<file path="src/rtl/alu_op_sequencer_if.sv">
`default_nettype none
// ============================================================================
//  Module   : alu_op_sequencer_if
//  Brief    : Host-side and ALU-side signal bundle for alu_op_sequencer.
//  Revision : 1.0  initial release
// ============================================================================
interface alu_op_sequencer_if #(
    parameter int DEPTH = 16
) ();
    localparam int c_CNT_W = $clog2(DEPTH) + 1;

    logic               start;
    logic [7:0]         a_in;
    logic [7:0]         b_in;
    logic               busy;
    logic               done;
    logic [7:0]         alu_a;
    logic [7:0]         alu_b;
    logic [3:0]         alu_op;
    logic [8:0]         alu_z;
    logic               res_valid;
    logic               res_ready;
    logic [3:0]         res_op;
    logic [8:0]         res_z;
    logic [c_CNT_W-1:0] fifo_count;

    modport master (
        input  start, a_in, b_in, alu_z, res_ready,
        output busy, done, alu_a, alu_b, alu_op, res_valid, res_op, res_z, fifo_count
    );

    modport slave (
        output start, a_in, b_in, alu_z, res_ready,
        input  busy, done, alu_a, alu_b, alu_op, res_valid, res_op, res_z, fifo_count
    );
endinterface
`default_nettype wire

</file>
<file path="src/rtl/alu_op_sequencer.sv">
`default_nettype none
// ============================================================================
//  Module   : alu_op_sequencer
//  Brief    : Sweeps ALU op codes on a latched operand pair, queues {op, z}.
//  Revision : 1.0  initial release
// ============================================================================
module alu_op_sequencer #(
    parameter int OP_FIRST    = 0,
    parameter int OP_LAST     = 9,
    parameter int HOLD_CYCLES = 5,
    parameter int DEPTH       = 16
) (
    input  wire logic             clk,
    input  wire logic             rst,
    alu_op_sequencer_if.master    bus
);
    localparam int c_AW = $clog2(DEPTH);
    localparam int c_HW = (HOLD_CYCLES > 1) ? $clog2(HOLD_CYCLES) : 1;

    localparam logic [3:0]      c_OP_FIRST  = 4'(OP_FIRST);
    localparam logic [3:0]      c_OP_LAST   = 4'(OP_LAST);
    localparam logic [c_HW-1:0] c_HOLD_LAST = c_HW'(HOLD_CYCLES - 1);
    localparam logic [c_AW:0]   c_DEPTH     = (c_AW + 1)'(DEPTH);

    typedef enum logic [1:0] {
        S_IDLE  = 2'd0,
        S_DRIVE = 2'd1,
        S_DONE  = 2'd2
    } state_t;

    state_t            r_state;
    logic [c_HW-1:0]   r_hold_cnt;
    logic              r_busy;
    logic              r_done;
    logic [7:0]        r_alu_a;
    logic [7:0]        r_alu_b;
    logic [3:0]        r_alu_op;

    logic [3:0]        r_mem_op [DEPTH];
    logic [8:0]        r_mem_z  [DEPTH];
    logic [c_AW-1:0]   r_wptr;
    logic [c_AW-1:0]   r_rptr;
    logic [c_AW:0]     r_count;

    logic w_empty;
    logic w_full;
    logic w_pop;
    logic w_sample;
    logic w_push;

    assign w_empty  = (r_count == '0);
    assign w_full   = (r_count == c_DEPTH);
    assign w_pop    = !w_empty && bus.res_ready;
    assign w_sample = (r_state == S_DRIVE) && (r_hold_cnt == c_HOLD_LAST);
    // A full FIFO still accepts the push when the host frees a slot this cycle.
    assign w_push   = w_sample && (!w_full || w_pop);

    always_ff @(posedge clk) begin
        if (rst) begin
            r_state    <= S_IDLE;
            r_hold_cnt <= '0;
            r_busy     <= 1'b0;
            r_done     <= 1'b0;
            r_alu_a    <= '0;
            r_alu_b    <= '0;
            r_alu_op   <= c_OP_FIRST;
        end else begin
            r_done <= 1'b0;
            case (r_state)
                S_IDLE: begin
                    if (bus.start) begin
                        r_alu_a    <= bus.a_in;
                        r_alu_b    <= bus.b_in;
                        r_alu_op   <= c_OP_FIRST;
                        r_hold_cnt <= '0;
                        r_busy     <= 1'b1;
                        r_state    <= S_DRIVE;
                    end
                end
                S_DRIVE: begin
                    // Without w_push at the sample point everything stays frozen (stall).
                    if (!w_sample) begin
                        r_hold_cnt <= r_hold_cnt + 1'b1;
                    end else if (w_push) begin
                        if (r_alu_op == c_OP_LAST) begin
                            r_busy  <= 1'b0;
                            r_done  <= 1'b1;
                            r_state <= S_DONE;
                        end else begin
                            r_alu_op   <= r_alu_op + 4'd1;
                            r_hold_cnt <= '0;
                        end
                    end
                end
                S_DONE:  r_state <= S_IDLE;
                default: r_state <= S_IDLE;
            endcase
        end
    end

    always_ff @(posedge clk) begin
        if (w_push) begin
            r_mem_op[r_wptr] <= r_alu_op;
            r_mem_z[r_wptr]  <= bus.alu_z;
        end
    end

    always_ff @(posedge clk) begin
        if (rst) begin
            r_wptr  <= '0;
            r_rptr  <= '0;
            r_count <= '0;
        end else begin
            if (w_push) r_wptr <= r_wptr + 1'b1;
            if (w_pop)  r_rptr <= r_rptr + 1'b1;
            case ({w_push, w_pop})
                2'b10:   r_count <= r_count + 1'b1;
                2'b01:   r_count <= r_count - 1'b1;
                default: r_count <= r_count;
            endcase
        end
    end

    assign bus.busy       = r_busy;
    assign bus.done       = r_done;
    assign bus.alu_a      = r_alu_a;
    assign bus.alu_b      = r_alu_b;
    assign bus.alu_op     = r_alu_op;
    assign bus.res_valid  = !w_empty;
    // Head is masked while empty so the outputs read zero after reset.
    assign bus.res_op     = w_empty ? 4'd0 : r_mem_op[r_rptr];
    assign bus.res_z      = w_empty ? 9'd0 : r_mem_z[r_rptr];
    assign bus.fifo_count = r_count;
endmodule
`default_nettype wire

</file>
<file path="src/flat_wrapper.sv">
// flat-port wrapper written by rule: the top's interface ports become plain ports
module alu_op_sequencer_flat 
#(
    parameter int OP_FIRST    = 0,
    parameter int OP_LAST     = 9,
    parameter int HOLD_CYCLES = 5,
    parameter int DEPTH       = 16
)
  (clk, rst, bus_start, bus_a_in, bus_b_in, bus_alu_z, bus_res_ready, bus_busy, bus_done, bus_alu_a, bus_alu_b, bus_alu_op, bus_res_valid, bus_res_op, bus_res_z, bus_fifo_count);
  alu_op_sequencer_if #(.DEPTH(DEPTH)) bus_i ();
  input  wire logic clk;
  input  wire logic rst;
  input wire logic [$bits(bus_i.start)-1:0] bus_start;
  input wire logic [$bits(bus_i.a_in)-1:0] bus_a_in;
  input wire logic [$bits(bus_i.b_in)-1:0] bus_b_in;
  input wire logic [$bits(bus_i.alu_z)-1:0] bus_alu_z;
  input wire logic [$bits(bus_i.res_ready)-1:0] bus_res_ready;
  output wire logic [$bits(bus_i.busy)-1:0] bus_busy;
  output wire logic [$bits(bus_i.done)-1:0] bus_done;
  output wire logic [$bits(bus_i.alu_a)-1:0] bus_alu_a;
  output wire logic [$bits(bus_i.alu_b)-1:0] bus_alu_b;
  output wire logic [$bits(bus_i.alu_op)-1:0] bus_alu_op;
  output wire logic [$bits(bus_i.res_valid)-1:0] bus_res_valid;
  output wire logic [$bits(bus_i.res_op)-1:0] bus_res_op;
  output wire logic [$bits(bus_i.res_z)-1:0] bus_res_z;
  output wire logic [$bits(bus_i.fifo_count)-1:0] bus_fifo_count;
  assign bus_i.start = bus_start;
  assign bus_i.a_in = bus_a_in;
  assign bus_i.b_in = bus_b_in;
  assign bus_i.alu_z = bus_alu_z;
  assign bus_i.res_ready = bus_res_ready;
  assign bus_busy = bus_i.busy;
  assign bus_done = bus_i.done;
  assign bus_alu_a = bus_i.alu_a;
  assign bus_alu_b = bus_i.alu_b;
  assign bus_alu_op = bus_i.alu_op;
  assign bus_res_valid = bus_i.res_valid;
  assign bus_res_op = bus_i.res_op;
  assign bus_res_z = bus_i.res_z;
  assign bus_fifo_count = bus_i.fifo_count;
  alu_op_sequencer #(.OP_FIRST(OP_FIRST), .OP_LAST(OP_LAST), .HOLD_CYCLES(HOLD_CYCLES), .DEPTH(DEPTH)) u_core (.clk(clk), .rst(rst), .bus(bus_i));
endmodule
</file>
<file path="config.mk">
export PLATFORM = sky130hd
export DESIGN_NAME = alu_op_sequencer_flat
export DESIGN_NICKNAME = d
export VERILOG_FILES = /design/src/rtl/alu_op_sequencer_if.sv /design/src/rtl/alu_op_sequencer.sv /design/src/flat_wrapper.sv
export SDC_FILE = /design/constraint.sdc
export NUM_CORES = 1
export LEC_CHECK = 0
export ABC_AREA = 1
export CAP_MARGIN = 20
export CORE_MARGIN = 1.5
export CORE_UTILIZATION = 53
export DETAILED_ROUTE_END_ITERATION = 12
export PLACE_DENSITY = 0.84
export SYNTH_ARGS = -nofsm -noshare
export SYNTH_HDL_FRONTEND = slang
export SYNTH_SLANG_ARGS = --single-unit
</file>
<file path="constraint.sdc">
create_clock -name clk -period 2.42 [get_ports clk]
set_input_delay 0.726 -clock clk [delete_from_list [all_inputs] [get_ports clk]]
set_output_delay 0.726 -clock clk [all_outputs]
set_load 0.01 [all_outputs]
</file>
==> results of run 1 <==
power by group:
group | switching, µW | total (µW) | internal (µW)
logic | 3110 | 5520 | 2410
clock network | 1590 | 3710 | 2120
registers | 114 | 4910 | 4790
synthesized netlist by cell type:
cell,count,share of area
xor2_1,7,0.0059
o21bai_1,1,0.00072
o21ai_1,1,0.00048
clkinv_2,1,0.00048
a21oi_1,23,0.011
nand3_1,168,0.080
xnor2_1,1,0.00084
ha_1,13,0.016
buf_6,9,0.0097
o21ai_0,27,0.013
clkbuf_1,9,0.0032
buf_8,1,0.0014
nor2_1,69,0.025
a21oi_2,7,0.0059
buf_4,6,0.0043
inv_1,36,0.013
nor3_2,1,0.00096
dfxtp_1,44,0.084
nor3_1,2,0.00096
buf_2,19,0.0091
clkinv_1,2,0.00072
nand4_1,2,0.0012
a21boi_0,1,0.00072
or2_2,1,0.00060
edfxtp_1,208,0.60
inv_2,4,0.0014
buf_1,4,0.0014
nand2_1,308,0.11
worst reg2reg max path, delay by kind of cell, from the launching register on:
kind	cells	cell delay, ps
AND/OR/NAND/NOR	4	820
buffers and inverters	5	660
flip-flops	1	330
adder cells (fa/ha/maj)	1	140
state kept, by name, indices dropped and copies added (netlist names), named ones only:
| signal | cells |
|---|---|
| u_core.bus.alu_a | 8 |
| u_core.bus.alu_b | 8 |
| u_core.bus.alu_op | 4 |
| u_core.bus.busy | 1 |
| u_core.bus.done | 1 |
| u_core.bus.fifo_count | 5 |
| u_core.r_hold_cnt | 3 |
| u_core.r_mem_op | 64 |
| u_core.r_mem_z | 144 |
| u_core.r_rptr | 4 |
| u_core.r_state | 2 |
| u_core.r_wptr | 4 |
what timing repair did:
action | in CTS | in global routing
cloned | 8 | 5
pin swaps | 25 | 32
hold buffers | 0 | 0
resized for setup | 101 | 95
endpoints found under the hold margin | 0 | 0
buffers inserted | 6 | 1
endpoints found under the setup margin | 14 | 15
layout make-up:
| cell class | instances | area (µm²) |
|---|---|---|
| timing repair buffer | 168 | 2009 |
| multi-input combinational | 632 | 3304 |
| clock inverter | 5 | 30.03 |
| clock buffer | 41 | 752.0 |
| sequential | 252 | 7133 |
| fill | 1208 | 5664 |
| inverter | 43 | 173.9 |
| tap | 265 | 331.6 |
path summary, 6_finish.rpt:
kind                                              to  slack (ps)  cells past startpoint
worst max register to register  u_core.r_mem_z[6][1]         150                     10
worst min register to register   u_core.bus.alu_a[5]         480                      2
worst max-delay path                   bus_res_op[3]        -520                      9
worst min-delay path             u_core.bus.alu_a[5]         480                      2
logic make-up after synthesis:
logic type | Yosys count | share of synthesized area
simple gates | 551 | 0.2195
flops | 252 | 0.6817
compound gates | 60 | 0.03172
buf+inv | 91 | 0.04476
xor+xnor | 8 | 0.006703
fa+ha+maj | 13 | 0.01556
through the flow:
step | hold WS (ps) | util
after floorplan | 446.4 | -
after global placement | 460.1 | 0.6202
after detailed placement | 469.5 | 0.6202
after CTS | 478.8 | 0.6803
after global routing | 504.5 | 0.7080
final | 478.6 | 0.7080
per-layer routing:
layer | global-route usage | share of wire | vias to the layer above
met2 | 0.4355 | 0.48 | 609
met3 | 0.06198 | 0.11 | 162
met5 | 0 | 0 | -
met1 | 0.3330 | 0.35 | 3839
met4 | 0.1122 | 0.057 | 0
li1 | - | - | 3627
==> results_dict.tcl, run 1 <==
set metrics [dict create \
    outcome "finished with violations" \
    violations "negative setup slack" \
    cp-end-kind "output port" \
    wire_per_inst_um 21.61 \
    cts.sinks 252 \
    grtUsageTotal 0.2632 \
    path_clk_slew_ps 60 \
    initial_core_util 0.5389 \
    finalClockSkew_ps 30.76 \
    grt_pass1_vias 7717 \
    grt_setup_unrepaired "yes" \
    pre_cts_ws_ps -256.3 \
    synth_cell_types 28 \
    hp-class "reg -> reg" \
    finalHoldViolations 0 \
    nets 1164 \
    antenna_found_initial 1 \
    place_congestion 0.8550 \
    timing.critical_path.buf_inv 3 \
    rows 51 \
    fin_tns_setup_ps -5166 \
    synth_seq_cells 252 \
    holdCritStartpoint "u_core.bus.alu_a[5]" \
    yosysSeqAreaShare 0.6817 \
    grt_max_degree 37 \
    start_kind "flop" \
    slew_headroom 0.5621 \
    drtIter0Drc 1045 \
    ir_worst_vdd_mv 0.8503 \
    power.total_uw 14140 \
    clockBufferDepth 3 \
    syn2layout_area_growth_pct 31.38 \
    final_cells 1406 \
    overflow 0 \
    portBuffers 69 \
    h-tree-depth 1 \
    vias 8237 \
    path_class "reg -> out" \
    dp.cells 1340 \
    ant_nets 0 \
    avgSynthCellArea_um2 10.72 \
    maxSlewViolCount 0 \
    crit_path_max_incr_delay_ps 480 \
    layout_commonest_cell "nand2_1" \
    drtPass1Iterations 6 \
    cts_buffers 25 \
    required_ps 1690 \
    io_pins 70 \
    crit_family "buffers and inverters" \
    cpMaxStageDelayCell "dfxtp_4" \
    ys_warn_count 0 \
    static-leakage-power_uw 0.005368 \
    powerDensity_nw_per_um2 1029 \
    clockRootBuffer "clkbuf_16" \
    vias_per_cell 5.858 \
    cpMostUsedCell "nand2_1" \
    hpwlAfterDp_mm 15.88 \
    fin_crit_ps 2939 \
    final_cell_mix "267 x nand2_1, 208 x edfxtp_1, 111 x nand3_1" \
    setup_viol 13 \
    tightestPinTransition_ps 654.8 \
    arrival_ps 2210 \
    die-area_um2 20580 \
    die_width_um 143.4 \
    fin_area_um2 13730 \
    wirelength_mm 30.38 \
    core_area_um2 19400 \
    layout-drive-gt1-share 0.2366 \
    die_y_um 143.4 \
    drv_cap 0 \
    tritoncts "yes" \
    drc_errors 0 \
    r2r_start "u_core.r_hold_cnt[0]" \
    diodes 0 \
    timing.final.ws_setup_ps -519.5 \
    place_area_um2 12030 \
    path_max_fanout 6 \
    synthesis.nets 1017 \
    synth_area_um2 10450 \
    path_cells "buf_12 > buf_16 > nand2_2 > nand3_2 > nand3_1 > nand2_1 > nand2_1 > a21oi_2 > buf_2" \
    clock_latency_ps 540 \
    grt_pass1_wl_mm 40.97 \
    syn_inst 975 \
    fin_crit_sh 1.215 \
    fmax_mhz 340.2 \
]
Note: power is estimated with default switching activity, not from simulation.
==> inputs of run 2 (changes only) <==
--- a/config.mk
+++ b/config.mk
@@ -10,6 +10,7 @@
 export CORE_MARGIN = 1.5
 export CORE_UTILIZATION = 53
 export DETAILED_ROUTE_END_ITERATION = 12
+export GPL_TIMING_DRIVEN = 0
 export PLACE_DENSITY = 0.84
 export SYNTH_ARGS = -nofsm -noshare
 export SYNTH_HDL_FRONTEND = slang
==> results_dict.tcl, run 2 (synthesized netlist as in run 1, its figures left out) <==
set metrics [dict create \
    clockBufferDepth 3 \
    crit_family "buffers and inverters" \
    path_max_fanout 10 \
    grt_max_degree 23 \
    tightestPinTransition_ps 844.0 \
    die_y_um 143.4 \
    cts_hold_buf 0 \
    drc_errors 0 \
    timing.final.ws_setup_ps -459.1 \
    hpwlAfterDp_mm 16.83 \
    core_area_um2 19400 \
    utilization 0.6863 \
    final_cells 1392 \
    cpMostUsedCell "nand2_1" \
    h-tree-depth 1 \
    place_area_um2 11600 \
    cts_buffers 26 \
    cpMaxStageDelayCell "dfxtp_2" \
    vias_per_cell 5.907 \
    portBuffers 69 \
    wirelength_mm 29.71 \
    clock_latency_ps 550 \
    fmax_mhz 347.3 \
    largest_reg_flops 144 \
    ir_worst_vdd_mv 0.8113 \
    layout-drive-gt1-share 0.2247 \
    path_clk_slew_ps 60 \
    clockRootBuffer "clkbuf_16" \
    violations "negative setup slack" \
    hp-class "reg -> reg" \
    initial_core_util 0.5389 \
    setup_viol 13 \
    slew_headroom 0.4355 \
    path_class "reg -> out" \
    cp-end-kind "output port" \
    die_width_um 143.4 \
    rows 51 \
    finalHoldViolations 0 \
    die-area_um2 20580 \
    place_congestion 0.9330 \
    vias 8222 \
    overflow 0 \
    grt_pass1_wl_mm 42.62 \
    static-leakage-power_uw 0.005090 \
    antenna_found_initial 1 \
    drtPass1Iterations 7 \
    timing.critical_path.buf_inv 5 \
    start_kind "flop" \
    arrival_ps 2150 \
    ant_nets 0 \
    regMostFlops "u_core.r_mem_z" \
    syn2layout_area_growth_pct 27.35 \
    io_pins 70 \
    fin_crit_sh 1.190 \
    powerDensity_nw_per_um2 1046 \
    nets 1148 \
    layout_commonest_cell "nand2_1" \
    dp.cells 1322 \
    reg_top3 "u_core.r_mem_z (144), u_core.r_mem_op (64)" \
    fin_crit_ps 2879 \
    grtUsageTotal 0.2769 \
    path_cells "buf_6 > clkinv_8 > buf_4 > buf_8 > nand2_1 > nand3_1 > nand3_2 > nand2_2 > nand2_1 > a21oi_2 > buf_2" \
    power.total_uw 13920 \
    maxSlewViolCount 0 \
    outcome "finished with violations" \
    fill_cells 1293 \
    grt_pass1_vias 7927 \
    crit_path_max_incr_delay_ps 310 \
    required_ps 1690 \
    final_cell_mix "283 x nand2_1, 208 x edfxtp_1, 112 x nand3_1" \
    tritoncts "yes" \
    wire_per_inst_um 21.34 \
    finalClockSkew_ps 39.47 \
    fin_tns_setup_ps -5341 \
    fin_area_um2 13310 \
    cts.sinks 252 \
    grt_setup_unrepaired "yes" \
    drtIter0Drc 821 \
    drv_cap 0 \
]
run 2: cell types whose count changed in the layout (fill, tap and decap cells not counted), moves of 10 or more:
cell     change
nor2_1      -13
nand2_2     -13
buf_12      -21
nand2_1     +16
buf_4       -24
buf_8       +10
run 2: worst reg2reg max path: stages, from the launching register on:
cell and delay (ps):
dfxtp_1 320, inv_1 80, ha_1 140, inv_1 50, nor3_2 210, nand2_2 120, buf_8 150, inv_2 90
nand2_1 190, nor2_2 460, buf_6 240
run 2: path summary, 6_finish.rpt:
kind                        start                    to  slack (ps)  cells after the start
max                          flop         bus_res_op[3]        -460                     11
min           u_core.bus.alu_a[2]   u_core.bus.alu_a[2]         480                      2
max reg2reg  u_core.r_hold_cnt[0]  u_core.r_mem_z[2][3]          70                     10
min reg2reg   u_core.bus.alu_a[2]   u_core.bus.alu_a[2]         480                      2
run 2: per-layer routing:
layer | wire length, µm | global-route usage | part of all wire | vias up
li1 | - | - | - | 3593
met5 | 0 | 0 | 0 | -
met1 | 10130 | 0.3297 | 0.34 | 3865
met4 | 1834 | 0.1557 | 0.062 | 0
met2 | 14230 | 0.4638 | 0.48 | 612
met3 | 3514 | 0.06465 | 0.12 | 152
run 2: cell type report:
class                   instances  area, µm²  area share
repair buffers                103       1012     0.07603
diodes                          1      2.502   0.0001880
clock buffers                  34      701.9     0.05273
multi-input cells             632       3321      0.2494
flip-flops and latches        252       7148      0.5369
clock inverters                14      152.6     0.01147
plain buffers                  48      467.9     0.03515
well taps                     265      331.6     0.02491
inverters                      43      175.2     0.01316
run 2: report_power, final:
group | switching (µW) | internal (µW) | leakage, µW
Clock | 1680 | 2370 | 0.000416
Combinational | 3030 | 1930 | 0.00240
Sequential | 121 | 4790 | 0.00227
Total | 4830 | 9090 | 0.00509
run 2: per-stage QoR:
step / setup slack (ps) / hold slack, ps
after floorplan: 119.5 / 446.4
after global placement: -959.0 / 461.4
after detailed placement: -897.3 / 471.1
after CTS: -374.0 / 483.3
after global routing: -525.6 / 497.7
final: -459.1 / 476.9
run 2: repair_timing:
action                                  in CTS  in global routing
hold endpoints to repair                     0                  0
pin swaps                                   16                 23
endpoints found under the setup margin      54                130
buffers inserted                             9                  9
gates cloned                                 3                  0
resized for setup                          153                 86
==> inputs of run 3 (changes only) <==
--- a/config.mk
+++ b/config.mk
@@ -8,10 +8,11 @@
 export ABC_AREA = 1
 export CAP_MARGIN = 20
 export CORE_MARGIN = 1.5
-export CORE_UTILIZATION = 53
+export CORE_UTILIZATION = 57
 export DETAILED_ROUTE_END_ITERATION = 12
+export DONT_BUFFER_PORTS = 1
 export GPL_TIMING_DRIVEN = 0
-export PLACE_DENSITY = 0.84
+export PLACE_DENSITY = 0.83
 export SYNTH_ARGS = -nofsm -noshare
 export SYNTH_HDL_FRONTEND = slang
 export SYNTH_SLANG_ARGS = --single-unit
==> results_dict.tcl, run 3 (synthesized netlist as in run 1, its figures left out) <==
set metrics [dict create \
    grt_setup_unrepaired "yes" \
    ant_nets 0 \
    static-leakage-power_uw 0.004856 \
    diodes 0 \
    clock_latency_ps 540 \
    violations "negative setup slack" \
    fin_area_um2 12920 \
    tritoncts "yes" \
    die_y_um 138.4 \
    overflow 0 \
    place_congestion 0.9875 \
    drc_errors 0 \
    path_clk_slew_ps 70 \
    grt_max_degree 23 \
    cp-end-kind "output port" \
    path_max_fanout 8 \
    cts_buffers 25 \
    die_width_um 138.4 \
    fill_cells 1068 \
    clockBufferDepth 3 \
    grt_pass1_wl_mm 41.71 \
    final_cell_mix "267 x nand2_1, 208 x edfxtp_1, 104 x nand3_1" \
    setup_viol 17 \
    drv_cap 0 \
    fin_crit_ps 2786 \
    finalClockSkew_ps 18.97 \
    cts.sinks 252 \
    vias_per_cell 6.275 \
    wirelength_mm 30.78 \
    portBuffers 0 \
    finalHoldViolations 0 \
    io_pins 70 \
    required_ps 1690 \
    drtPass1Iterations 6 \
    hpwlAfterDp_mm 16.49 \
    met1_length_mm 10.33 \
    start_kind "flop" \
    grt_pass1_vias 7467 \
    core_area_um2 17960 \
    layout_commonest_cell "nand2_1" \
    antenna_found_initial 0 \
    regMostFlops "u_core.r_mem_z" \
    path_class "reg -> out" \
    powerDensity_nw_per_um2 1078 \
    dr_wl_met3_mm 3.869 \
    largest_reg_flops 144 \
    reg_top3 "u_core.r_mem_z (144), u_core.r_mem_op (64)" \
    utilization 0.7195 \
    ir_worst_vdd_mv 0.7930 \
    h-tree-depth 1 \
    maxSlewViolCount 0 \
    slew_headroom 0.2362 \
    routed.top_layer "met4" \
    initial_core_util 0.5819 \
    rows 49 \
    syn2layout_area_growth_pct 23.64 \
    r2r_setup_slack_ps 0 \
    wl_met2_mm 14.50 \
    layout-drive-gt1-share 0.2469 \
    fin_crit_sh 1.151 \
    tightestPinTransition_ps 1144 \
    clockRootBuffer "clkbuf_16" \
    fmax_mhz 358.9 \
    grtUsageTotal 0.2856 \
    nets 1077 \
    hp-class "in -> reg" \
    timing.final.ws_setup_ps -366.0 \
    whs_ps 283.3 \
    vias 8044 \
    die-area_um2 19160 \
    drtIter0Drc 1098 \
    wire_per_inst_um 24.01 \
    place_area_um2 10860 \
    outcome "finished with violations" \
    arrival_ps 2060 \
]
run 3: metal layers:
| layer | vias to the layer above | track usage |
|---|---|---|
| met5 | - | 0 |
| met4 | 0 | 0.1396 |
| met3 | 149 | 0.07066 |
| met2 | 697 | 0.4650 |
| met1 | 3740 | 0.3602 |
| li1 | 3458 | - |
run 3: critical path: stages, from the launching register on:
cell	delay, ps
dfxtp_4	470
clkinv_8	120
buf_16	180
buf_16	150
nand2_1	60
nand3_1	110
nand3_1	140
nand2_1	70
nand2_1	110
a21oi_4	90
run 3: area by class of cell:
| class | count | area [µm²] | area share |
|---|---|---|---|
| inverters | 43 | 176.4 | 0.01365 |
| flip-flops and latches | 252 | 7139 | 0.5524 |
| well taps | 229 | 286.5 | 0.02217 |
| clock buffers | 32 | 671.9 | 0.05198 |
| multi-input cells | 632 | 3541 | 0.2740 |
| repair buffers | 34 | 466.7 | 0.03611 |
| clock inverters | 13 | 143.9 | 0.01113 |
| plain buffers | 47 | 499.2 | 0.03863 |
run 3: final timing paths:
| check | end | startpoint | cells past startpoint |
|---|---|---|---|
| setup / recovery | bus_res_z[8] | flop | 9 |
| hold / removal | u_core.r_mem_z[9][0] | bus_alu_z[0] | 0 |
| setup reg to reg | u_core.r_mem_z[0][4] | u_core.r_hold_cnt[0] | 10 |
| hold reg to reg | u_core.r_hold_cnt[0] | u_core.r_hold_cnt[0] | 2 |
run 3: per-stage QoR:
step           std cells  TNS [ps]  power [µW]  setup WS, ps
5_1_grt             1282     -5997       14340        -435.9
2_1_floorplan        975         0        7351         119.5
3_3_place_gp        1204    -61560        8163        -506.7
6_report            1282     -4295       13930        -366.0
4_1_cts             1271     -3167       12720        -268.4
3_5_place_dp        1217     -8367        8263        -311.7
run 3: power breakdown:
group          total, µW  leakage [µW]  switching [µW]  internal, µW
Clock               3890      0.000395            1620          2280
Sequential          4990       0.00227             195          4800
Combinational       5040       0.00219            3150          1890
Total              13900       0.00486            4970          8970
run 3: repair_timing:
action,CTS,global route
setup endpoints to repair,51,102
setup buffers,5,7
hold buffers,0,0
pin swaps,22,41
gates resized for setup,94,142
cloned,4,5
